$ cat src/rtl/rptr_handler.sv
// Read-side pointer handler for an asynchronous FIFO: read pointer generation,
// write-pointer synchronization, and registered empty/almost-empty/occupancy flags.
module rptr_handler #(
   parameter int PTR_WIDTH   = 3,
   parameter int SYNC_STAGES = 2,
   parameter int AE_LEVEL    = 1
) (
   input  logic                 rclk,
   input  logic                 rrst,
   input  logic                 r_en,
   input  logic [PTR_WIDTH:0]   g_wptr,
   output logic [PTR_WIDTH:0]   b_rptr,
   output logic [PTR_WIDTH:0]   g_rptr,
   output logic                 empty,
   output logic                 almost_empty,
   output logic [PTR_WIDTH:0]   rd_count,
   output logic                 r_valid,
   output logic                 underflow
);

   localparam logic [PTR_WIDTH:0] AE_THRESH = (PTR_WIDTH+1)'(AE_LEVEL);

   logic [PTR_WIDTH:0] sync_reg [SYNC_STAGES];
   logic [PTR_WIDTH:0] g_wptr_sync;
   logic [PTR_WIDTH:0] b_wptr_sync;
   logic [PTR_WIDTH:0] b_rptr_next;
   logic [PTR_WIDTH:0] g_rptr_next;
   logic [PTR_WIDTH:0] count_next;
   logic               accept;

   // Plain flop chain; nothing may sit between stages or metastability filtering suffers.
   always_ff @(posedge rclk) begin
      if (rrst) begin
         for (int i = 0; i < SYNC_STAGES; i++) sync_reg[i] <= '0;
      end else begin
         sync_reg[0] <= g_wptr;
         for (int i = 1; i < SYNC_STAGES; i++) sync_reg[i] <= sync_reg[i-1];
      end
   end

   assign g_wptr_sync = sync_reg[SYNC_STAGES-1];

   // Each binary bit is the XOR of all gray bits at or above it.
   genvar gi;
   generate
      for (gi = 0; gi <= PTR_WIDTH; gi++) begin : g_g2b
         assign b_wptr_sync[gi] = ^g_wptr_sync[PTR_WIDTH:gi];
      end
   endgenerate

   always_comb begin
      accept      = r_en & ~empty;
      b_rptr_next = b_rptr + {{PTR_WIDTH{1'b0}}, accept};
      g_rptr_next = b_rptr_next ^ (b_rptr_next >> 1);
      count_next  = b_wptr_sync - b_rptr_next;
   end

   // Flags use the post-read pointer so a read takes effect on the same edge.
   always_ff @(posedge rclk) begin
      if (rrst) begin
         b_rptr       <= '0;
         g_rptr       <= '0;
         empty        <= 1'b1;
         almost_empty <= 1'b1;
         rd_count     <= '0;
         r_valid      <= 1'b0;
         underflow    <= 1'b0;
      end else begin
         b_rptr       <= b_rptr_next;
         g_rptr       <= g_rptr_next;
         empty        <= (g_rptr_next == g_wptr_sync);
         almost_empty <= (count_next <= AE_THRESH);
         rd_count     <= count_next;
         r_valid      <= accept;
         underflow    <= r_en & empty;
      end
   end

endmodule
$ cat config.mk
export PLATFORM = sky130hd
export DESIGN_NAME = rptr_handler
export DESIGN_NICKNAME = d
export VERILOG_FILES = /design/src/rtl/rptr_handler.sv
export SDC_FILE = /design/constraint.sdc
export NUM_CORES = 1
export LEC_CHECK = 0
export BUFFER_PORTS_ARGS = -buffer_cell sky130_fd_sc_hd__buf_2
export CORE_ASPECT_RATIO = 1.5
export CORE_UTILIZATION = 25
export CTS_CLUSTER_DIAMETER = 40
export CTS_CLUSTER_SIZE = 14
export DETAILED_ROUTE_END_ITERATION = 10
export GPL_ROUTABILITY_DRIVEN = 0
export MAX_ROUTING_LAYER = met4
export PLACE_DENSITY = 0.42
export SYNTH_ARGS = -nofsm -noshare
export SYNTH_HDL_FRONTEND = slang
export SYNTH_SLANG_ARGS = --single-unit
$ cat constraint.sdc
create_clock -name rclk -period 2.7 [get_ports rclk]
set_input_delay 0.27 -clock rclk [delete_from_list [all_inputs] [get_ports rclk]]
set_output_delay 0.27 -clock rclk [all_outputs]
set_load 0.05 [all_outputs]
### Word-level counts from Yosys, hierarchy flattened

Memory sizes are Yosys's and may differ from the RTL's.
Index checks and enable logic that the tools add are counted.

| cells by class | value |
|---|---|
| multiply operators | 0 |
| equality and inequality tests | 1 |
| bitwise gates (word level) | 6 |
| magnitude comparators | 1 |
| muxes and demuxes | 5 |
| div/mod/pow operators | 0 |
| reduce and logical (&&, ||, !) cells | 3 |
| shift-type cells | 0 |
| add/sub/neg operators | 2 |

Operators by type and width:

| operator | count |
|---|---|
| $mux W4 | 2 |
| $add A4 B1 Y4 | 1 |
| $eq A4 B4 Y1 | 1 |
| $le A4 B1 Y1 const B | 1 |
| $reduce_xor A4 Y1 | 1 |
| $sub A4 B4 Y4 | 1 |
| $xor A4 B3 Y4 | 1 |
| $mux W1 | 3 |
| $reduce_xor A3 Y1 | 1 |
| $and A1 B1 Y1 | 2 |
| $or A1 B1 Y1 | 2 |
| $reduce_xor A2 Y1 | 1 |
| $not A1 Y1 | 1 |

| storage, ports and cells | value |
|---|---|
| latch bits | 0 |
| memories kept | 1 |
| logic and storage cells | 26 |
| input bits | 7 |
| ROM bits | 0 |
| output and inout port bits | 16 |
| register bits after elaboration | 16 |
| bits in writable memories | 8 |

Memories:

| memory | words | bits a word | read ports | clocked after Yosys merged registers in | wr ports | line | text |
|---|---|---|---|---|---|---|---|
| sync_reg | 2 | 4 | 2 | 0 | 2 | 23 | `logic [PTR_WIDTH:0] sync_reg [SYNC_STAGES];` |

### Longest topological paths before layout

Gate-level depths: netlist of the first run.

| depth | value |
|---|---|
| depth after elaboration | 5 |
| gate-level depth with buffers | 11 |
| gate-level depth less buffers | 11 |

### Worst setup path before layout of the first run

Ideal clock, no wire load.

| path | value |
|---|---|
| path kind | reg2reg |
| start | register empty |
| end | register almost_empty |
| setup time | 0.084 ns |
| path buffers | 1 |
| data required time | 2.616 ns |
| data arrival time | 2.318 ns |
| clock period less this slack | 2.403 ns |
| setup slack | 0.297 ns |
| cell stages (with the launch flop) | 11 |
| cells stage by stage | dfxtp_1 nor2b_1 ha_1 ha_1 clkbuf_8 xor2_1 ha_1 a211oi_1 a21oi_1 xnor2_1 o31ai_2 |

| between the ends | value |
|---|---|
| longest elaborated chain between the ends | 5 |

RTL lines:

| item | line | text |
|---|---|---|
| start: declaration | 14 | `output logic empty,` |
| start signal: assignment | 71 | `empty <= (g_rptr_next == g_wptr_sync);` |
| $not A1 Y1 | 52 | `accept = r_en & ~empty;` |
| $and A1 B1 Y1 | 52 |  |
| net accept | 29 | `logic accept;` |
| $add A4 B1 Y4 | 53 | `b_rptr_next = b_rptr + {{PTR_WIDTH{1'b0}}, accept};` |
| net b_rptr_next[1] | 26 | `logic [PTR_WIDTH:0] b_rptr_next;` |
| $sub A4 B4 Y4 | 55 | `count_next = b_wptr_sync - b_rptr_next;` |
| $le A4 B1 Y1 | 72 | `almost_empty <= (count_next <= AE_THRESH);` |
| end signal: assignment | 72 |  |
| end: declaration | 15 | `output logic almost_empty,` |

The timed path passes the listed nets, and every way through them passes these cells.
A chain may end at the register's enable or synchronous reset.

==> results of run 1 <==
layer usage:
metal,GRT usage,vias up
met2,0.168,19
met4,0.0838,0
li1,-,328
met3,0.0179,6
met1,0.0923,292
met5,-,-
synthesized netlist by cell type (2+ instances only):
master / n
dfxtp_1: 23
nor2b_1: 13
xnor2_1: 9
nor2_1: 7
xor2_1: 6
ha_1: 4
and2_1: 3
nand2_1: 3
and3_1: 2
inv_1: 2
nor3_1: 2
final cells by class:
cell class	instances	area, um2
well taps	42	52.6
fillers	373	2380
multi-input cells	60	425
inverters	2	7.51
clock buffers	4	45.0
repair buffers	22	110
flip-flops and latches	23	460
through the flow:
| step | hold WS, ns | utilization | worst slack [ns] | power (mW) |
|---|---|---|---|---|
| after floorplan | 0.398 | - | 0.297 | 0.534 |
| after global placement | 0.419 | 0.303 | 0.422 | 0.568 |
| after detailed placement | 0.426 | 0.303 | 0.385 | 0.571 |
| after CTS | 0.203 | 0.316 | 0.383 | 0.787 |
| after global routing | 0.225 | 0.316 | 0.104 | 0.814 |
| final | 0.209 | 0.316 | 0.407 | 0.771 |
power groups by stage:
stage	Clock [mW]	Sequential (mW)	Combinational (mW)
final	0.212	0.374	0.185
after global routing	0.235	0.377	0.202
after CTS	0.224	0.374	0.189
after detailed placement	0	0.382	0.188
after global placement	0	0.382	0.186
after floorplan	0	0.456	0.0781
logic make-up after synthesis:
group / after synthesis
adder cells (fa/ha/maj): 5
buffers and inverters: 6
AND/OR/NAND/NOR: 34
flip-flops: 23
XOR/XNOR: 15
AO/OA/AOI/OAI: 6
worst reg2reg max path: cells and delay by family (launching register included):
kind | cells | cell delay [ns]
buf+inv | 1 | 0.05
xor+xnor | 3 | 0.53
compound gates | 3 | 0.47
simple gates | 2 | 0.44
fa+ha+maj | 2 | 0.40
flops | 1 | 0.34
how the worst max path moves through the flow:
stage	end	cells after the start	slack, ns
finish	almost_empty	11	0.41
floorplan	almost_empty	10	0.30
detailed placement	almost_empty	10	0.38
CTS	almost_empty	11	0.38
global placement	almost_empty	10	0.42
global route	almost_empty	11	0.10
==> flow_metrics.tcl, run 1 <==
set metrics [dict create \
    status "complete, no violations" \
    synth_top_area_share 0.495 \
    io_buffers 22 \
    cp-startpoint "sync_reg[0][6]" \
    routed_via_density 4.22 \
    wl_met1_um 635 \
    yosysSeqAreaShare 0.495 \
    max_stage_delay_ns 0.34 \
    die_area_um2 3970 \
    final_hold_viol_count 0 \
    cts_resized 0 \
    grt_max_degree 20 \
    synthMuxAreaShare 0 \
    gr-total-overflow 0 \
    synth_adder_area_share 0.0659 \
    drive_gt1_frac 0.270 \
    worstSetupEndpointType "flip-flop" \
    wl_um 1610 \
    rows 26 \
    syn_nets 100 \
    power.share.clock 0.275 \
    postCtsSetupRepairBufs 0 \
    required_ns 2.89 \
    worst_pin_slew_ns 0.456 \
    power_density_nw_per_um2 700 \
    clock.fmax_mhz 436 \
    rsz0062_at_grt "no" \
    min_from "g_wptr[1]" \
    regToRegSetupSlack_ns 0.41 \
    synth_top_cell_by_area "dfxtp_1" \
    clk_latency_ns 0.26 \
    synth_edf_count 0 \
    r2r_end "almost_empty" \
    dp_hpwl_um 1230 \
    vias 645 \
    netlist_instances 89 \
    synth_top_family_by_area "simple AND/OR/NAND/NOR gates" \
    layout_common_cells "23 x dfxtp_1, 22 x buf_2, 13 x nor2b_1, 9 x xnor2_1, 7 x nor2_1" \
    cap_violations 0 \
    drc 0 \
    routedWlPerCell_um 10.5 \
    dr.first_iter.drc_count 5 \
    clockBufferDepth 2 \
    synth_xor_area_frac 0.141 \
    rr_worst_depth 11 \
    dpl_cell_area_um2 1060 \
    path_clk_slew_ns 0.08 \
    critPathLaunchType "flip-flop" \
    wl_met2_um 830 \
    cts.sinks 23 \
    ys_seq_elements 23 \
    synth_warnings 0 \
    slew_viol_final 0 \
    root_buffer "clkbuf_8" \
    layout_commonest_cell "dfxtp_1" \
    critPathSlowestCell "dfxtp_1" \
    ios 23 \
    setup_viol 0 \
    synth_compound_area_frac 0.0511 \
    path_max_fanout 5 \
    worstHoldEndpoint "sync_reg[0][1]" \
    post-route-min-period_ns 2.29 \
    antenna_found_initial 0 \
    met3_length_um 73 \
    fin_skew_ns 0.00388 \
    coreArea_um2 3480 \
    syn_area_um2 930 \
    rr_startpoint "sync_reg[0][6]" \
    dp.cells 149 \
    cts_hold_buf 0 \
    nNetsFinal 123 \
    ir_worst_vdd_mv 0.246 \
    min_path_type "input port to flip-flop" \
    syn2layout_area_growth_pct 18.4 \
    drt_first_pass_iters 3 \
    synthArstFlopShare 0 \
    finalCritPeriodShare 0.849 \
    synth_area_leaders "dfxtp_1 50%, nor2b_1 8.7%, xnor2_1 8.5%" \
    finish.instance_area_um2 1100 \
    largest_reg_flops 8 \
    antenna_cells 0 \
    initial_core_util 0.267 \
    stdcell_count 153 \
    grt_use_total 0.0993 \
    grt_pass1_vias 689 \
    p_leak_nw 0.502 \
    cp_top_family "XOR/XNOR gates" \
    htree_levels 1 \
    power_frac_seq 0.485 \
    cts_tree "built" \
    cp_cell_sequence "xor2_1 > or2_2 > nand2_1 > xor2_1 > ha_1 > inv_1 > ha_1 > a211oi_1 > a21oi_1 > xnor2_1 > o31ai_2" \
    grt_pass1_wl_um 2800 \
    ys_types 26 \
    tns_ns 0 \
    crit_arrival_ns 2.48 \
    min_path_cells 2 \
    swShare 0.313 \
    combPwrFrac 0.240 \
    synthSimpleGateAreaFrac 0.199 \
    synthFlopType "dfxtp_1" \
    highest_layer "met4" \
    worst-path-buf-inv 1 \
    chipWidth_um 51.8 \
    cts_buffers 3 \
    p_int_mw 0.530 \
    avgSynthCellArea_um2 10.4 \
    ant_nets 0 \
    worstSetupPathType "flip-flop to flip-flop" \
    die_height_um 76.7 \
    p_switching_mw 0.241 \
    slew_headroom 0.694 \
]
No activity file was read; power rests on OpenSTA's default activity.
==> run 2: changes to the inputs <==
--- a/config.mk
+++ b/config.mk
@@ -13,7 +13,7 @@
 export DETAILED_ROUTE_END_ITERATION = 10
 export GPL_ROUTABILITY_DRIVEN = 0
 export MAX_ROUTING_LAYER = met4
-export PLACE_DENSITY = 0.42
+export PLACE_DENSITY = 0.43
 export SYNTH_ARGS = -nofsm -noshare
 export SYNTH_HDL_FRONTEND = slang
 export SYNTH_SLANG_ARGS = --single-unit
==> constraint.sdc (replaced) <==
create_clock -name rclk -period 2.1 [get_ports rclk]
set_input_delay 0.21 -clock rclk [delete_from_list [all_inputs] [get_ports rclk]]
set_output_delay 0.21 -clock rclk [all_outputs]
set_load 0.05 [all_outputs]
==> flow_metrics.tcl, run 2 (synthesis results as in run 1) <==
set metrics [dict create \
    status "complete, no violations" \
    setup_viol 0 \
    slew_viol_final 0 \
    routed_via_density 4.19 \
    holdWs_ns 0.143 \
    grt_max_degree 20 \
    dp.cells 157 \
    path_clk_slew_ns 0.08 \
    dr.first_iter.drc_count 12 \
    gr-total-overflow 0 \
    routedWlPerCell_um 10.9 \
    die_area_um2 3970 \
    cts_hold_buf 0 \
    antenna_cells 0 \
    grt_pass1_wl_um 3100 \
    cts.sinks 23 \
    min_path_cells 2 \
    clock.fmax_mhz 484 \
    cts_buffers 3 \
    ios 23 \
    stdcell_count 162 \
    ant_nets 0 \
    wl_um 1770 \
    finalCritPeriodShare 0.983 \
    worst_pin_slew_ns 0.378 \
    post-route-min-period_ns 2.06 \
    dpl_cell_area_um2 1160 \
    initial_core_util 0.267 \
    required_ns 2.27 \
    layout_common_cells "22 x buf_2, 18 x dfxtp_1, 13 x nor2b_1, 9 x buf_4" \
    rsz0062_at_grt "yes" \
    syn2layout_area_growth_pct 37.3 \
    final_core_util 0.367 \
    htree_levels 1 \
    grt_use_total 0.110 \
    power_density_nw_per_um2 830 \
    worstSetupEndpointType "flip-flop" \
    rows 26 \
    cts_tree "built" \
    dp_hpwl_um 1330 \
    vias 678 \
    drive_gt1_frac 0.475 \
    largest_reg_flops 8 \
    drc 0 \
    worstSetupPathType "flip-flop to flip-flop" \
    coreArea_um2 3480 \
    path_max_fanout 3 \
    rr_worst_depth 10 \
    layout_commonest_cell "buf_2" \
    io_buffers 22 \
    clockBufferDepth 2 \
    min_path_type "input port to flip-flop" \
    cap_violations 0 \
    nNetsFinal 132 \
    chipWidth_um 51.8 \
    drt_first_pass_iters 4 \
    ir_worst_vdd_mv 0.353 \
    final_hold_viol_count 0 \
    crit_arrival_ns 2.23 \
    slew_headroom 0.746 \
    grt_pass1_vias 734 \
    clk_latency_ns 0.27 \
    antenna_found_initial 0 \
    p_leak_nw 0.563 \
    finish.instance_area_um2 1280 \
    tns_ns 0 \
    fin_skew_ns 0.00411 \
    root_buffer "clkbuf_8" \
    die_height_um 76.7 \
    critPathLaunchType "flip-flop" \
]
## run 2: worst paths after layout
check	startpoint	end	slack, ns
hold / removal	g_wptr[3]	sync_reg[0][3]	0.14
setup / recovery	sync_reg[0][6]	rd_count[3]	0.04
hold reg to reg	sync_reg[0][0]	sync_reg[0][4]	0.44
setup reg to reg	sync_reg[0][6]	rd_count[3]	0.04
## run 2: timing repair
action | CTS | global route
gates resized for setup | 2 | 9
cloned | 0 | 0
endpoints found under the setup margin | 3 | 3
buffers inserted | 0 | 1
pin swaps | 5 | 3
## run 2: final cells by class
type,count,area [um2]
fill,350,2200
multi-input combinational,60,520
sequential,23,472
timing repair buffer,31,178
tap,42,52.6
clock buffer,3,41.3
inverter,2,7.51
clock inverter,1,5.00
## run 2: where the power goes
part	internal, mW	switching [mW]
Sequential	0.471	0.0127
Clock	0.133	0.146
Combinational	0.116	0.182
Total	0.720	0.340
## run 2: per-stage QoR
stage / total power, mW / setup WS, ns
5_1_grt: 1.12 / -0.0887
3_3_place_gp: 0.763 / 0.00266
2_1_floorplan: 0.699 / 0.0142
4_1_cts: 1.05 / 0.00662
6_report: 1.06 / 0.0355
3_5_place_dp: 0.762 / -0.0128
## run 2: routing by layer
metal | track usage | wire length (um)
met5 | - | 0
met2 | 0.204 | 987
met4 | 0.0730 | 59
met3 | 0.0198 | 70
met1 | 0.0949 | 655
## run 2: worst max-delay path, cell delays in order (launching register included)
cell     delay (ns)
dfxtp_2        0.34
xor2_2         0.18
or2_4          0.25
nand2_4        0.07
xor2_2         0.13
ha_2           0.21
nor2_1         0.05
maj3_2         0.33
a31oi_4        0.16
xnor2_2        0.08
and2_1         0.16
